## src/rtl/i2c_wr_arbiter_if.sv

```systemverilog
// Bus bundle between the two write requesters, the arbiter and the I2C master.
// The master modport is the arbiter's view; the slave modport is the far side.
interface i2c_wr_arbiter_if;
    logic        req0;
    logic [15:0] data0;
    logic        ack0;
    logic        done0;
    logic        req1;
    logic [15:0] data1;
    logic        ack1;
    logic        done1;
    logic        i2c_exec;
    logic [15:0] i2c_data;
    logic        i2c_done;
    logic        busy;
    logic        timeout_err;
    logic        err_clr;

    modport master (
        input  req0, data0, req1, data1, i2c_done, err_clr,
        output ack0, done0, ack1, done1, i2c_exec, i2c_data,
        output busy, timeout_err
    );

    modport slave (
        output req0, data0, req1, data1, i2c_done, err_clr,
        input  ack0, done0, ack1, done1, i2c_exec, i2c_data,
        input  busy, timeout_err
    );
endinterface

```

## src/rtl/i2c_wr_arbiter.sv

```systemverilog
// Two-port arbiter in front of a single I2C write master, with a
// completion watchdog and a sticky timeout flag.
module i2c_wr_arbiter #(
    parameter logic [15:0] TO_CYC = 16'd5000,
    parameter logic        FAIR   = 1'b0
) (
    input  logic             clk,
    input  logic             rst,
    i2c_wr_arbiter_if.master bus
);

    typedef enum logic [1:0] {IDLE, ISSUE, WAIT} state_t;

    state_t      state_q, state_d;
    logic        gnt_q, gnt_d;
    logic        last_q, last_d;
    logic [15:0] tmr_q, tmr_d;
    logic [15:0] data_q, data_d;
    logic        ack0_q, ack0_d;
    logic        ack1_q, ack1_d;
    logic        done0_q, done0_d;
    logic        done1_q, done1_d;
    logic        exec_q, exec_d;
    logic        err_q, err_d;
    logic        win;

    // Round-robin favours the port that was not granted last time.
    always_comb begin
        win = 1'b0;
        if (FAIR) begin
            if (bus.req0 && bus.req1) win = ~last_q;
            else                      win = bus.req1;
        end else begin
            win = ~bus.req0;
        end
    end

    always_comb begin
        state_d = state_q;
        gnt_d   = gnt_q;
        last_d  = last_q;
        tmr_d   = tmr_q;
        data_d  = data_q;
        ack0_d  = 1'b0;
        ack1_d  = 1'b0;
        done0_d = 1'b0;
        done1_d = 1'b0;
        exec_d  = 1'b0;
        err_d   = err_q & ~bus.err_clr;
        unique case (state_q)
            IDLE: begin
                if (bus.req0 || bus.req1) begin
                    data_d  = win ? bus.data1 : bus.data0;
                    ack0_d  = ~win;
                    ack1_d  = win;
                    gnt_d   = win;
                    last_d  = win;
                    state_d = ISSUE;
                end
            end
            ISSUE: begin
                exec_d  = 1'b1;
                tmr_d   = 16'd0;
                state_d = WAIT;
            end
            WAIT: begin
                tmr_d = tmr_q + 16'd1;
                // A completion coinciding with expiry is a success.
                if (bus.i2c_done) begin
                    done0_d = ~gnt_q;
                    done1_d = gnt_q;
                    state_d = IDLE;
                end else if (tmr_q == TO_CYC - 16'd1) begin
                    done0_d = ~gnt_q;
                    done1_d = gnt_q;
                    err_d   = 1'b1;
                    state_d = IDLE;
                end
            end
            default: state_d = IDLE;
        endcase
    end

    always_ff @(posedge clk) begin
        if (rst) begin
            state_q <= IDLE;
            gnt_q   <= 1'b0;
            last_q  <= 1'b1;
            tmr_q   <= 16'd0;
            data_q  <= 16'd0;
            ack0_q  <= 1'b0;
            ack1_q  <= 1'b0;
            done0_q <= 1'b0;
            done1_q <= 1'b0;
            exec_q  <= 1'b0;
            err_q   <= 1'b0;
        end else begin
            state_q <= state_d;
            gnt_q   <= gnt_d;
            last_q  <= last_d;
            tmr_q   <= tmr_d;
            data_q  <= data_d;
            ack0_q  <= ack0_d;
            ack1_q  <= ack1_d;
            done0_q <= done0_d;
            done1_q <= done1_d;
            exec_q  <= exec_d;
            err_q   <= err_d;
        end
    end

    assign bus.ack0        = ack0_q;
    assign bus.ack1        = ack1_q;
    assign bus.done0       = done0_q;
    assign bus.done1       = done1_q;
    assign bus.i2c_exec    = exec_q;
    assign bus.i2c_data    = data_q;
    assign bus.timeout_err = err_q;
    assign bus.busy        = (state_q != IDLE);

endmodule

```

## src/flat_wrapper.sv

```systemverilog
// flat-port wrapper written by rule: the top's interface ports become plain ports
module i2c_wr_arbiter_flat 
#(
    parameter logic [15:0] TO_CYC = 16'd5000,
    parameter logic        FAIR   = 1'b0
)
  (clk, rst, bus_req0, bus_data0, bus_req1, bus_data1, bus_i2c_done, bus_err_clr, bus_ack0, bus_done0, bus_ack1, bus_done1, bus_i2c_exec, bus_i2c_data, bus_busy, bus_timeout_err);
  i2c_wr_arbiter_if bus_i ();
  input  logic clk;
  input  logic rst;
  input wire logic [$bits(bus_i.req0)-1:0] bus_req0;
  input wire logic [$bits(bus_i.data0)-1:0] bus_data0;
  input wire logic [$bits(bus_i.req1)-1:0] bus_req1;
  input wire logic [$bits(bus_i.data1)-1:0] bus_data1;
  input wire logic [$bits(bus_i.i2c_done)-1:0] bus_i2c_done;
  input wire logic [$bits(bus_i.err_clr)-1:0] bus_err_clr;
  output wire logic [$bits(bus_i.ack0)-1:0] bus_ack0;
  output wire logic [$bits(bus_i.done0)-1:0] bus_done0;
  output wire logic [$bits(bus_i.ack1)-1:0] bus_ack1;
  output wire logic [$bits(bus_i.done1)-1:0] bus_done1;
  output wire logic [$bits(bus_i.i2c_exec)-1:0] bus_i2c_exec;
  output wire logic [$bits(bus_i.i2c_data)-1:0] bus_i2c_data;
  output wire logic [$bits(bus_i.busy)-1:0] bus_busy;
  output wire logic [$bits(bus_i.timeout_err)-1:0] bus_timeout_err;
  assign bus_i.req0 = bus_req0;
  assign bus_i.data0 = bus_data0;
  assign bus_i.req1 = bus_req1;
  assign bus_i.data1 = bus_data1;
  assign bus_i.i2c_done = bus_i2c_done;
  assign bus_i.err_clr = bus_err_clr;
  assign bus_ack0 = bus_i.ack0;
  assign bus_done0 = bus_i.done0;
  assign bus_ack1 = bus_i.ack1;
  assign bus_done1 = bus_i.done1;
  assign bus_i2c_exec = bus_i.i2c_exec;
  assign bus_i2c_data = bus_i.i2c_data;
  assign bus_busy = bus_i.busy;
  assign bus_timeout_err = bus_i.timeout_err;
  i2c_wr_arbiter #(.TO_CYC(TO_CYC), .FAIR(FAIR)) u_core (.clk(clk), .rst(rst), .bus(bus_i));
endmodule
```

## config.mk

```make
export PLATFORM = sky130hd
export DESIGN_NAME = i2c_wr_arbiter_flat
export DESIGN_NICKNAME = d
export VERILOG_FILES = /design/src/rtl/i2c_wr_arbiter_if.sv /design/src/rtl/i2c_wr_arbiter.sv /design/src/flat_wrapper.sv
export SDC_FILE = /design/constraint.sdc
export NUM_CORES = 1
export LEC_CHECK = 0
export ABC_AREA = 1
export BUFFER_PORTS_ARGS = -buffer_cell sky130_fd_sc_hd__buf_4
export CORE_ASPECT_RATIO = 0.75
export CORE_MARGIN = 1.5
export CORE_UTILIZATION = 47
export CTS_BUF_LIST = sky130_fd_sc_hd__clkbuf_2 sky130_fd_sc_hd__clkbuf_4 sky130_fd_sc_hd__clkbuf_8
export DETAILED_ROUTE_END_ITERATION = 10
export GPL_ROUTABILITY_DRIVEN = 0
export PLACE_DENSITY = 0.86
export SYNTH_ARGS = -nofsm -noshare
export SYNTH_HDL_FRONTEND = slang
export SYNTH_SLANG_ARGS = --single-unit
```

## constraint.sdc

```tcl
create_clock -name clk -period 1.5 [get_ports clk]
set_clock_uncertainty 0.15 [all_clocks]
set_input_delay 0.375 -clock clk [delete_from_list [all_inputs] [get_ports clk]]
set_output_delay 0.375 -clock clk [all_outputs]
set_load 0.02 [all_outputs]
```

After elaboration in Yosys (flattened, before gate mapping) --
Index checks and enable logic that the tools add are counted.
Word-level totals: flip-flop bits (word level) 41, bits of input ports 38, output and inout port bits 23, word-level logic and storage cells 45
Operators by class: add/sub/neg operators 1, eq/ne operators 5, mux-type cells 14, bitwise operators 7, reductions and logical operators 8
Operators with widths (count):
- $pmux W16 S2 | 1
- $add A16 B1 Y16 const B | 1
- $eq A16 B13 Y1 const B | 1
- $mux W16 | 1
- $mux W1 | 8
- $mux W2 | 3
- $not A1 Y1 | 6
- $pmux W2 S3 | 1
- $reduce_and A2 Y1 | 2
- $reduce_bool A2 Y1 | 2
- $ne A3 B2 Y1 const B | 1
- $reduce_or A3 Y1 | 1
- $eq A2 B1 Y1 const B | 1
- $eq A2 B2 Y1 const B | 1
- $logic_not A2 Y1 | 1
- $ne A2 B1 Y1 const B | 1
- $reduce_or A2 Y1 | 1
- $and A1 B1 Y1 | 1
- $logic_or A1 B1 Y1 | 1

Logic depth before layout (Yosys ltp) --
Gate-level depths: netlist of run 1.
depth after elaboration 5, gate-level depth with buffers 10

Worst setup path before layout of run 1 --
OpenSTA, ideal clock, no wires.
kind reg-to-reg, from register u_core.state_q[0], to register u_core.tmr_q[15], setup time 113 ps, arrival 1410 ps, path slack -173 ps, stages on the path, launching flop included 9, buffers on the path 0, clock period less this slack 1673 ps, cells stage by stage dfxtp_1 -> inv_1 -> ha_1 -> nand4_1 -> or2_2 -> nor2_1 -> nand2_1 -> nand2_1 -> nor2_1
On the way: longest elaborated chain between the ends 2
RTL lines:
- from (decl) | RTL line i2c_wr_arbiter.sv:14 | state_t state_q, state_d;
- from (signal assigned) | RTL line i2c_wr_arbiter.sv:98 | state_q <= state_d;
- $eq A2 B2 Y1 / $eq A2 B1 Y1 (equally long branches) | RTL line i2c_wr_arbiter.sv:50 | unique case (state_q)
- $pmux W16 S2 / $reduce_bool A2 Y1 (equally long branches)
- to (signal assigned) | RTL line i2c_wr_arbiter.sv:101 | tmr_q <= tmr_d;
- to (decl) | RTL line i2c_wr_arbiter.sv:17 | logic [15:0] tmr_q, tmr_d;
Parallel ways exist; a longest one is shown, timed or not. A chain may end at the register's enable or synchronous reset.

Worst setup path in the final report of run 1 --
from register u_core.state_q[0], to output port bus_busy
On the way: longest elaborated chain between the ends 1
RTL lines:
- $reduce_bool A2 Y1 | RTL line i2c_wr_arbiter.sv:119 | assign bus.busy = (state_q != IDLE);
- to (decl) | RTL line flat_wrapper.sv:23 | output wire logic [$bits(bus_i.busy)-1:0] bus_busy;
Every way passes these cells.

==> results of run 1 <==
==> registers in the layout, indices dropped and copies added, names as in the netlist <==
| register | flops |
|---|---|
| u_core.bus.i2c_data | 16 |
| u_core.tmr_q | 16 |
| u_core.state_q | 2 |
| u_core.bus.ack0 | 1 |
| u_core.bus.ack1 | 1 |
| u_core.bus.done0 | 1 |
| u_core.bus.done1 | 1 |
| u_core.bus.i2c_exec | 1 |
| u_core.bus.timeout_err | 1 |
| u_core.gnt_q | 1 |
==> worst register-to-register path: cells and delay by family, from the launching register on <==
family        cells  cell delay (ps)
simple gates      6              610
flops             1              340
fa+ha+maj         1              300
buf+inv           1               50
==> cell families (layout without fill, tap and decap cells) <==
logic type / count (synthesis) / in the layout
AND/OR/NAND/NOR: 168 / 168
flip-flops: 41 / 41
buffers and inverters: 35 / 124
AO/OA/AOI/OAI: 20 / 20
adder cells (fa/ha/maj): 5 / 5
XOR/XNOR: 1 / 1
==> where the power goes <==
part	leakage [nW]	internal, mW	total (mW)	switching [mW]
sequential	0.338	1.21	1.29	0.0789
combinational	0.894	0.509	1.09	0.585
clock	0.0439	0.321	0.728	0.406
==> per-layer routing <==
metal / vias to the layer above / global-route usage / wire (µm)
li1: 1046 / - / -
met1: 949 / 0.300 / 2380
met2: 57 / 0.394 / 2690
met3: 6 / 0.0698 / 324
met4: 0 / 0.0582 / 53
met5: - / 0 / 0
==> area by class of cell <==
| class | count | area [µm²] |
|---|---|---|
| inverters | 30 | 123 |
| flip-flops and latches | 41 | 831 |
| clock inverters | 3 | 17.5 |
| multi-input cells | 194 | 1050 |
| repair buffers | 85 | 649 |
| well taps | 52 | 65.1 |
| fillers | 286 | 972 |
| repair inverters | 1 | 5.00 |
| clock buffers | 5 | 68.8 |
==> Yosys cell counts, drive strengths merged <==
| cell type | count | area (µm²) |
|---|---|---|
| o21ai | 7 | 50.1 |
| inv | 30 | 113 |
| ha | 5 | 62.6 |
| buf | 4 | 28.8 |
| or2 | 1 | 6.26 |
| a31oi | 1 | 6.26 |
| clkbuf | 1 | 3.75 |
| nand2 | 67 | 251 |
| nand4 | 2 | 12.5 |
| a21oi | 9 | 45.0 |
| nand3 | 46 | 243 |
| xnor2 | 1 | 8.76 |
| a211oi | 1 | 7.51 |
| a21o | 1 | 7.51 |
| nor3 | 7 | 46.3 |
| a221oi | 1 | 8.76 |
| dfxtp | 41 | 821 |
| nor2 | 45 | 194 |
==> path summary, 6_finish.rpt <==
check	to	depth (start not counted)
worst max-delay path	bus_busy	4
worst min-delay path	u_core.bus.i2c_data[14]	3
worst max register to register	u_core.tmr_q[15]	8
worst min register to register	u_core.tmr_q[5]	1
==> stage by stage <==
step | util | instance area [µm²]
final | 0.743 | 2810
after global routing | 0.743 | 2810
after CTS | 0.721 | 2720
after detailed placement | 0.675 | 2550
after global placement | 0.675 | 2550
after floorplan | - | 1940
==> what timing repair did <==
action	CTS	global route
buffers inserted	6	2
cloned	0	1
resized for setup	14	24
hold endpoints to repair	0	0
endpoints found under the setup margin	26	32
pin swaps	6	9
hold buffers	0	0
==> results_tabular.tex, run 1 <==
\begin{tabular}{lr}
\hline
Metric & Value \\
\hline
\multicolumn{2}{l}{\textbf{Outcome}} \\
\quad Run status & complete, but fails checks \\
\quad Violated checks & negative setup slack \\
\multicolumn{2}{l}{\textbf{Clock network}} \\
\quad Number of buffers between clock root and the deepest sink & 2 \\
\quad Clock Root Buffer & sky130\_fd\_sc\_hd\_\_clkbuf\_8 \\
\quad TritonCTS sink count & 41 \\
\quad Worst-Skew Late Latency & 310 ps \\
\quad Worst-path clk slew & 90 ps \\
\quad Total clock buffers created by CTS & 5 \\
\quad CTS tree & yes \\
\quad H-tree depth reported by CTS & 2 \\
\multicolumn{2}{l}{\textbf{Layout}} \\
\quad Layout cell share with drive strength beyond 1 & 0.376 \\
\quad Commonest cells after routing, fill and taps aside & 82 x sky130\_fd\_sc\_hd\_\_buf\_4, 63 x sky130\_fd\_sc\_hd\_\_nand2\_1, 44 x sky130\_fd\_sc\_hd\_\_nand3\_1 \\
\quad Count of non-filler cells in the finished layout & 411 \\
\quad Net total in the final layout & 401 \\
\quad Most common cell after layout, fill and taps aside & sky130\_fd\_sc\_hd\_\_buf\_4 \\
\quad P\&R area growth vs syn & 46.6\% \\
\quad Antenna fix cells & 0 \\
\multicolumn{2}{l}{\textbf{Placement}} \\
\quad Inst Count DP & 394 \\
\quad Quantity of I/O buffers inserted on ports & 60 \\
\quad Detail Placement HPWL & 3.70 mm \\
\quad Post-placement setup slack & -109 ps \\
\multicolumn{2}{l}{\textbf{Die}} \\
\quad Core box area & 0.00378 mm² \\
\quad Num rows & 19 \\
\quad Starting Density & 0.507 \\
\quad I/O pin cnt & 61 \\
\quad Y dimension of the die & 58.3 µm \\
\quad Die Width & 76.7 µm \\
\quad Overall die area & 0.00447 mm² \\
\multicolumn{2}{l}{\textbf{Yosys}} \\
\quad Compound-gate portion of the synthesized area & 0.0653 \\
\quad Cell count after synthesis & 270 \\
\quad Mean instance size in the synthesized netlist & 7.09 µm² \\
\quad Xor/xnor cell area share of the yosys netlist & 0.00457 \\
\quad Netlist Area Pre-Place & 0.00192 mm² \\
\quad Count of different cell masters after synthesis & 27 \\
\quad Multiplexer area fraction after synthesis & 0 \\
\quad Fraction of the yosys area taken by sequential cells & 0.428 \\
\quad Synth Net Count & 313 \\
\quad Share of synthesized cell area in full adder, half adder and majority cells & 0.0327 \\
\quad Post-synthesis sequential element count & 41 \\
\quad Share of synthesized cell area in and, or, nand and nor gates & 0.393 \\
\quad Syn. warnings & 0 \\
\quad Combinational family with the most area after synthesis & simple AND/OR/NAND/NOR gates \\
\multicolumn{2}{l}{\textbf{Hold path}} \\
\quad Hold Path Class & in -> reg \\
\quad Startpoint of the tightest hold check path & bus\_data1[14] \\
\multicolumn{2}{l}{\textbf{Power}} \\
\quad Maximum vdd drop & 1.02 mV \\
\quad Cell area power density & 1110 mW/mm² \\
\quad Leakage power total & 1.28 nW \\
\quad Overall power & 3.12 mW \\
\multicolumn{2}{l}{\textbf{Detailed routing}} \\
\quad Post-DR wirelength/cell & 13.3 µm \\
\quad Overall routed net length & 5.45 mm \\
\quad Via count of the routed design & 2058 \\
\quad Length of the first detailed-routing pass in iterations & 4 \\
\quad Number of remaining DRC errors & 0 \\
\quad Remaining antenna violation count & 0 \\
\quad First-iteration detailed-routing DRC count & 183 \\
\quad Via density per instance & 5.01 \\
\multicolumn{2}{l}{\textbf{Setup path}} \\
\quad Largest driver fanout on the critical path & 3 \\
\quad Worst path required time & 970 ps \\
\quad Peak per-stage delay on the critical path & 330 ps \\
\quad Buffer and inverter count on the worst path & 3 \\
\quad CP Data Arrival Time & 1030 ps \\
\quad First element of the critical path & u\_core.state\_q[0] \\
\quad Category of the worst setup path launch point & flop \\
\quad Kind of cell adding the most delay to the critical path & flip-flops \\
\quad Path type of the worst setup path & reg -> out \\
\quad Most frequent cell on the critical path & sky130\_fd\_sc\_hd\_\_inv\_2 \\
\quad Critical path's slowest cell & sky130\_fd\_sc\_hd\_\_dfxtp\_2 \\
\quad Setup slack of the most critical reg-to-reg path & -40 ps \\
\quad Worst path cell trace & inv\_2 -> ha\_4 -> inv\_2 -> buf\_6 \\
\quad Critical path capture point type & output pin \\
\quad Startpoint of the lowest-slack register-to-register path & u\_core.state\_q[0] \\
\multicolumn{2}{l}{\textbf{Timing}} \\
\quad Highest attainable clock frequency & 644 MHz \\
\quad Max-slew headroom at the worst pin & 0.827 \\
\quad Max-slew violation count & 0 \\
\quad Share of the cycle needed by the critical path after routing & 1.04 \\
\quad Setup slack of the critical path after layout & -53.4 ps \\
\quad Final setup violation count & 7 \\
\quad Final Hold Violating Endpoints & 0 \\
\quad Final critical path time including I/O delays and setup & 1550 ps \\
\quad Fin Setup TNS & -197 ps \\
\quad Min Hold Slack & 110 ps \\
\quad Transition time at the pin with the least slew margin & 260 ps \\
\quad Setup repair after global routing missed its margin & yes \\
\multicolumn{2}{l}{\textbf{Global route}} \\
\quad Number of global-route vias before repair & 1825 \\
\quad Final global-route overflow total & 0 \\
\quad Antenna violations before repair & 0 \\
\quad Pin count of the biggest net entering global routing & 21 \\
\quad All-Layer GR Usage & 0.235 \\
\quad Global-route wire length before repair & 8.11 mm \\
\multicolumn{2}{l}{\textbf{Job}} \\
\quad Total of max-cap violations & 0 \\
\hline
\end{tabular}
(Power assumes the default switching activity.)
==> inputs of run 2 (changes only) <==
--- a/config.mk
+++ b/config.mk
@@ -8,7 +8,6 @@
 export ABC_AREA = 1
 export BUFFER_PORTS_ARGS = -buffer_cell sky130_fd_sc_hd__buf_4
 export CORE_ASPECT_RATIO = 0.75
-export CORE_MARGIN = 1.5
 export CORE_UTILIZATION = 47
 export CTS_BUF_LIST = sky130_fd_sc_hd__clkbuf_2 sky130_fd_sc_hd__clkbuf_4 sky130_fd_sc_hd__clkbuf_8
 export DETAILED_ROUTE_END_ITERATION = 10
==> run 2 against run 1 <==
  * Critical path type is now reg -> reg
  * Hold slack worse by 6.1 ps
  * The flow still finishes with violations (negative setup slack)
  * Register-to-register slack worse by 120 ps
  * Combinational power grew 14%
  * Final cell count is 2.2% higher
  * Routed wire length rose by 12%
  * Critical path depth grew 3
  * Global-route usage increased by 3.0 points
  * Total power grew 11%
==> results_tabular.tex, run 2 (same netlist as run 1, synthesis figures left out) <==
\begin{tabular}{lr}
\hline
Metric & Value \\
\hline
\multicolumn{2}{l}{\textbf{Outcome}} \\
\quad Run status & complete, but fails checks \\
\quad Violated checks & negative setup slack \\
\multicolumn{2}{l}{\textbf{Timing}} \\
\quad Setup slack of the critical path after layout & -160 ps \\
\quad Transition time at the pin with the least slew margin & 343 ps \\
\quad Max-slew violation count & 0 \\
\quad Setup repair after global routing missed its margin & yes \\
\quad Highest attainable clock frequency & 602 MHz \\
\quad Share of the cycle needed by the critical path after routing & 1.11 \\
\quad Fin Setup TNS & -1230 ps \\
\quad Max-slew headroom at the worst pin & 0.769 \\
\quad Final critical path time including I/O delays and setup & 1660 ps \\
\quad Final setup violation count & 18 \\
\quad Final Hold Violating Endpoints & 0 \\
\multicolumn{2}{l}{\textbf{Power}} \\
\quad Maximum vdd drop & 1.04 mV \\
\quad Cell area power density & 1150 mW/mm² \\
\quad Leakage power total & 1.35 nW \\
\quad Overall power & 3.46 mW \\
\multicolumn{2}{l}{\textbf{Layout}} \\
\quad Most common cell after layout, fill and taps aside & sky130\_fd\_sc\_hd\_\_buf\_4 \\
\quad Design Area, Final & 0.00300 mm² \\
\quad P\&R area growth vs syn & 56.6\% \\
\quad Commonest cells after routing, fill and taps aside & 88 x sky130\_fd\_sc\_hd\_\_buf\_4, 63 x sky130\_fd\_sc\_hd\_\_nand2\_1, 40 x sky130\_fd\_sc\_hd\_\_nand3\_1 \\
\quad Net total in the final layout & 410 \\
\quad Layout cell share with drive strength beyond 1 & 0.418 \\
\quad Antenna fix cells & 0 \\
\multicolumn{2}{l}{\textbf{Global route}} \\
\quad Antenna violations before repair & 0 \\
\quad Final global-route overflow total & 0 \\
\quad All-Layer GR Usage & 0.265 \\
\quad Global-route wire length before repair & 8.40 mm \\
\quad Number of global-route vias before repair & 1910 \\
\quad Pin count of the biggest net entering global routing & 21 \\
\multicolumn{2}{l}{\textbf{Detailed routing}} \\
\quad Via count of the routed design & 2189 \\
\quad Post-DR wirelength/cell & 14.5 µm \\
\quad Overall routed net length & 6.07 mm \\
\quad Remaining antenna violation count & 0 \\
\quad First-iteration detailed-routing DRC count & 175 \\
\quad Length of the first detailed-routing pass in iterations & 5 \\
\quad Number of remaining DRC errors & 0 \\
\quad Via density per instance & 5.21 \\
\multicolumn{2}{l}{\textbf{Clock network}} \\
\quad Hold bufs inserted after CTS & 0 \\
\quad Worst-path clk slew & 90 ps \\
\quad Clock Root Buffer & sky130\_fd\_sc\_hd\_\_clkbuf\_8 \\
\quad CTS tree & yes \\
\quad Total clock buffers created by CTS & 5 \\
\quad TritonCTS sink count & 41 \\
\quad Worst-Skew Late Latency & 310 ps \\
\quad H-tree depth reported by CTS & 2 \\
\quad Number of buffers between clock root and the deepest sink & 2 \\
\multicolumn{2}{l}{\textbf{Placement}} \\
\quad Detail Placement HPWL & 3.80 mm \\
\quad Post-placement setup slack & -87.4 ps \\
\quad Quantity of I/O buffers inserted on ports & 60 \\
\quad Placed Instance Area & 0.00257 mm² \\
\multicolumn{2}{l}{\textbf{Die}} \\
\quad Core box area & 0.00378 mm² \\
\quad Y dimension of the die & 57.3 µm \\
\quad Die Width & 75.7 µm \\
\quad Num rows & 19 \\
\quad I/O pin cnt & 61 \\
\quad Overall die area & 0.00434 mm² \\
\quad Starting Density & 0.507 \\
\multicolumn{2}{l}{\textbf{Hold path}} \\
\quad Startpoint of the tightest hold check path & bus\_data1[0] \\
\quad Hold Path Class & in -> reg \\
\multicolumn{2}{l}{\textbf{Setup path}} \\
\quad Critical path capture point type & flop \\
\quad Path type of the worst setup path & reg -> reg \\
\quad Buffer and inverter count on the worst path & 3 \\
\quad Startpoint of the lowest-slack register-to-register path & u\_core.state\_q[0] \\
\quad Category of the worst setup path launch point & flop \\
\quad First element of the critical path & u\_core.state\_q[0] \\
\quad Critical path's slowest cell & sky130\_fd\_sc\_hd\_\_dfxtp\_2 \\
\quad Worst path required time & 1550 ps \\
\quad Most frequent cell on the critical path & sky130\_fd\_sc\_hd\_\_buf\_4 \\
\quad CP Data Arrival Time & 1710 ps \\
\quad Largest driver fanout on the critical path & 4 \\
\quad Peak per-stage delay on the critical path & 350 ps \\
\quad Kind of cell adding the most delay to the critical path & buffers and inverters \\
\quad Worst path cell trace & inv\_2 -> ha\_4 -> nand4\_1 -> buf\_4 -> buf\_4 -> o21ai\_2 -> a21oi\_1 \\
\multicolumn{2}{l}{\textbf{Job}} \\
\quad Total of max-cap violations & 0 \\
\hline
\end{tabular}
run 2: changes by cell type in the layout (fill, tap and decap cells not counted), moves of 3 or more:
cell	before	now
sky130_fd_sc_hd__nand3_1	44	40
sky130_fd_sc_hd__a21oi_2	0	3
sky130_fd_sc_hd__clkinv_2	3	0
sky130_fd_sc_hd__a21oi_1	9	6
sky130_fd_sc_hd__buf_4	82	88
sky130_fd_sc_hd__nand3_2	1	4
run 2: repair_timing:
item,4_1_cts,5_1_grt
buffers inserted,3,10
cloned,0,2
resized for setup,7,50
endpoints found under the hold margin,0,0
pin swaps,2,17
endpoints found under the setup margin,27,35
run 2: worst paths after layout:
check / end / cells past startpoint / slack (ps)
max: u_core.tmr_q[3] / 7 / -160
min: u_core.bus.i2c_data[0] / 3 / 100
max reg2reg: u_core.tmr_q[3] / 7 / -160
min reg2reg: u_core.bus.done1 / 2 / 310
run 2: layout make-up:
class,instances,area (µm²)
clock buffer,5,68.8
clock inverter,3,46.3
fill,235,779
inverter,30,125
multi-input combinational,194,1130
sequential,41,828
tap,52,65.1
timing repair buffer,93,726
timing repair inverter,2,15.0
run 2: worst register-to-register path, stage by stage (launching register included):
cell and delay [ps]:
sky130_fd_sc_hd__dfxtp_2 350, sky130_fd_sc_hd__inv_2 60, sky130_fd_sc_hd__ha_4 320, sky130_fd_sc_hd__nand4_1 180
sky130_fd_sc_hd__buf_4 200, sky130_fd_sc_hd__buf_4 130, sky130_fd_sc_hd__o21ai_2 110, sky130_fd_sc_hd__a21oi_1 50
run 2: metrics by stage:
stage	instances	utilization	hold WS (ps)
finish	420	0.794	104
detailed placement	397	0.681	310
global route	420	0.794	106
CTS	408	0.726	107
global placement	397	0.681	290
floorplan	270	-	263
run 2: metal layers:
layer | GRT usage | vias up | wire length, µm
met2 | 0.438 | 95 | 3060
met1 | 0.336 | 1018 | 2510
met4 | 0.0979 | 0 | 121
met5 | 0 | - | 0
li1 | - | 1059 | -
met3 | 0.0636 | 17 | 386
run 2: power by group:
| group | leakage (nW) | internal (mW) | switching [mW] |
|---|---|---|---|
| Clock | 0.0543 | 0.498 | 0.424 |
| Sequential | 0.337 | 1.22 | 0.0775 |
| Combinational | 0.961 | 0.592 | 0.652 |
| Total | 1.35 | 2.31 | 1.15 |
==> inputs of run 3 (changes only) <==
--- a/config.mk
+++ b/config.mk
@@ -8,11 +8,11 @@
 export ABC_AREA = 1
 export BUFFER_PORTS_ARGS = -buffer_cell sky130_fd_sc_hd__buf_4
 export CORE_ASPECT_RATIO = 0.75
-export CORE_UTILIZATION = 47
+export CORE_UTILIZATION = 52
 export CTS_BUF_LIST = sky130_fd_sc_hd__clkbuf_2 sky130_fd_sc_hd__clkbuf_4 sky130_fd_sc_hd__clkbuf_8
 export DETAILED_ROUTE_END_ITERATION = 10
 export GPL_ROUTABILITY_DRIVEN = 0
-export PLACE_DENSITY = 0.86
+export PLACE_DENSITY = 0.89
 export SYNTH_ARGS = -nofsm -noshare
 export SYNTH_HDL_FRONTEND = slang
 export SYNTH_SLANG_ARGS = --single-unit
==> constraint.sdc (replaced) <==
create_clock -name clk -period 1.6 [get_ports clk]
set_clock_uncertainty 0.15 [all_clocks]
set_input_delay 0.4 -clock clk [delete_from_list [all_inputs] [get_ports clk]]
set_output_delay 0.4 -clock clk [all_outputs]
set_load 0.02 [all_outputs]
==> run 3 against run 2 <==
  * The flow now finishes without violations
  * Clock power is 4.1% lower
  * First-iteration DRC count is 23% lower
  * Sequential power is 6% lower
  * Combinational power is 24% lower
  * Utilization is 0.16 points lower
  * Sequential cell count stayed put
  * Critical path depth is 2 higher
  * Total power is 12% lower
  * Setup slack better by 170 ps
  * Final cell count is 5.0% lower
  * Largest power group unchanged
==> results_tabular.tex, run 3 (same netlist as run 1, synthesis figures left out) <==
\begin{tabular}{lr}
\hline
Metric & Value \\
\hline
\multicolumn{2}{l}{\textbf{Global route}} \\
\quad Number of global-route vias before repair & 1919 \\
\quad Final global-route overflow total & 0 \\
\quad Global-route wire length before repair & 8.22 mm \\
\quad Pin count of the biggest net entering global routing & 21 \\
\quad Antenna violations before repair & 0 \\
\quad All-Layer GR Usage & 0.279 \\
\multicolumn{2}{l}{\textbf{Setup path}} \\
\quad Category of the worst setup path launch point & flop \\
\quad Critical path capture point type & flop \\
\quad Worst path required time & 1640 ps \\
\quad Largest driver fanout on the critical path & 5 \\
\quad Peak per-stage delay on the critical path & 340 ps \\
\quad CP Data Arrival Time & 1630 ps \\
\quad Worst path cell trace & inv\_2 -> ha\_4 -> inv\_2 -> nor2\_4 -> nand3\_4 -> nor2\_4 -> a21oi\_1 -> nand2\_1 -> inv\_1 \\
\quad Path type of the worst setup path & reg -> reg \\
\quad Critical path's slowest cell & sky130\_fd\_sc\_hd\_\_dfxtp\_2 \\
\multicolumn{2}{l}{\textbf{Detailed routing}} \\
\quad Remaining antenna violation count & 0 \\
\quad Post-DR wirelength/cell & 13.6 µm \\
\quad Length of the first detailed-routing pass in iterations & 4 \\
\quad Via density per instance & 5.18 \\
\quad Via count of the routed design & 2066 \\
\quad Overall routed net length & 5.43 mm \\
\quad First-iteration detailed-routing DRC count & 134 \\
\quad Number of remaining DRC errors & 0 \\
\multicolumn{2}{l}{\textbf{Timing}} \\
\quad Min Hold Slack & 155 ps \\
\quad Max-slew headroom at the worst pin & 0.806 \\
\quad Setup repair after global routing missed its margin & yes \\
\quad Max-slew violation count & 0 \\
\quad Share of the cycle needed by the critical path after routing & 0.993 \\
\quad Final setup violation count & 0 \\
\quad Final Hold Violating Endpoints & 0 \\
\quad Setup slack of the critical path after layout & 11.0 ps \\
\quad Highest attainable clock frequency & 629 MHz \\
\quad Transition time at the pin with the least slew margin & 291 ps \\
\quad Final critical path time including I/O delays and setup & 1590 ps \\
\multicolumn{2}{l}{\textbf{Die}} \\
\quad Y dimension of the die & 54.6 µm \\
\quad Overall die area & 0.00393 mm² \\
\quad Num rows & 18 \\
\quad I/O pin cnt & 61 \\
\quad Core box area & 0.00340 mm² \\
\quad Die Width & 72.1 µm \\
\quad Starting Density & 0.563 \\
\multicolumn{2}{l}{\textbf{Placement}} \\
\quad Quantity of I/O buffers inserted on ports & 60 \\
\quad Placed Instance Area & 0.00249 mm² \\
\quad Detail Placement HPWL & 3.79 mm \\
\quad Post-placement setup slack & -78.5 ps \\
\multicolumn{2}{l}{\textbf{Power}} \\
\quad Internal power of the cells & 2.08 mW \\
\quad Cell area power density & 1130 mW/mm² \\
\quad P\_sw & 0.949 mW \\
\quad Part of the power in the clock network & 0.292 \\
\quad Flop pwr share & 0.398 \\
\quad Share of total power consumed by net switching & 0.313 \\
\quad Leakage power total & 1.23 nW \\
\quad Part of the total power dissipated in combinational logic & 0.310 \\
\quad Maximum vdd drop & 0.945 mV \\
\multicolumn{2}{l}{\textbf{Clock network}} \\
\quad H-tree depth reported by CTS & 2 \\
\quad TritonCTS sink count & 41 \\
\quad Total clock buffers created by CTS & 5 \\
\quad CTS tree & yes \\
\quad Worst-path clk slew & 80 ps \\
\quad Number of buffers between clock root and the deepest sink & 2 \\
\quad Clock Root Buffer & sky130\_fd\_sc\_hd\_\_clkbuf\_8 \\
\quad Worst-Skew Late Latency & 290 ps \\
\multicolumn{2}{l}{\textbf{Layout}} \\
\quad Commonest cells after routing, fill and taps aside & 75 x sky130\_fd\_sc\_hd\_\_buf\_4, 66 x sky130\_fd\_sc\_hd\_\_nand2\_1, 45 x sky130\_fd\_sc\_hd\_\_nand3\_1 \\
\quad Fin util & 0.792 \\
\quad Antenna fix cells & 0 \\
\quad Design Area, Final & 0.00269 mm² \\
\quad Net total in the final layout & 391 \\
\quad Most common cell after layout, fill and taps aside & sky130\_fd\_sc\_hd\_\_buf\_4 \\
\quad P\&R area growth vs syn & 40.6\% \\
\quad Layout cell share with drive strength beyond 1 & 0.330 \\
\multicolumn{2}{l}{\textbf{Job}} \\
\quad Total of max-cap violations & 0 \\
\multicolumn{2}{l}{\textbf{Hold path}} \\
\quad Hold Path Class & in -> reg \\
\multicolumn{2}{l}{\textbf{Outcome}} \\
\quad Run status & completed \\
\hline
\end{tabular}
[run 3: repair_timing]
| action | 4_1_cts | 5_1_grt |
|---|---|---|
| endpoints found under the setup margin | 27 | 15 |
| hold buffers | 0 | 0 |
| buffers inserted | 4 | 1 |
| resized for setup | 9 | 13 |
| pin swaps | 3 | 3 |
| cloned | 0 | 0 |
[run 3: worst max-delay path: cells and delay by family (launching register included)]
family / cells / cell delay [ps]
flops: 1 / 340
compound gates: 1 / 70
fa+ha+maj: 1 / 290
buf+inv: 3 / 180
simple gates: 4 / 460
[run 3: cell type report]
class                           instances  area (µm²)
Fill cell                             234         707
Tap cell                               50        62.6
Sequential cell                        41         827
Inverter                               30         113
Multi-Input combinational cell        194         997
Clock buffer                            7        90.1
Timing Repair Buffer                   76         574
Clock inverter                          1        30.0
[run 3: per-layer routing]
metal | vias to the layer above | wire (µm) | global-route usage
met3 | 6 | 436 | 0.0700
met1 | 947 | 2300 | 0.347
met5 | - | 0 | 0
met2 | 94 | 2660 | 0.472
met4 | 0 | 38 | 0.111
li1 | 1019 | - | -
[run 3: worst paths after layout]
path | startpoint | endpoint | slack, ps | cells after the start
worst max-delay path | u_core.state_q[0] | u_core.tmr_q[10] | 10 | 9
worst min-delay path | bus_data1[4] | u_core.bus.i2c_data[4] | 150 | 3
worst max register to register | u_core.state_q[0] | u_core.tmr_q[10] | 10 | 9
worst min register to register | u_core.gnt_q | u_core.bus.done0 | 290 | 1
[run 3: power by group through the flow]
stage / sequential, mW / combinational [mW] / clock, mW
2_1_floorplan: 1.31 / 0.396 / 0
3_3_place_gp: 1.21 / 0.834 / 0
3_5_place_dp: 1.22 / 0.853 / 0
4_1_cts: 1.20 / 0.910 / 0.888
5_1_grt: 1.22 / 1.01 / 0.925
6_report: 1.21 / 0.939 / 0.884
[run 3: stage by stage]
step / std cells / power, mW / setup TNS (ps)
detailed placement: 386 / 2.07 / -316
CTS: 398 / 3.00 / 0
floorplan: 270 / 1.71 / 0
global placement: 386 / 2.05 / -10.8
finish: 399 / 3.03 / 0
global route: 399 / 3.15 / -293
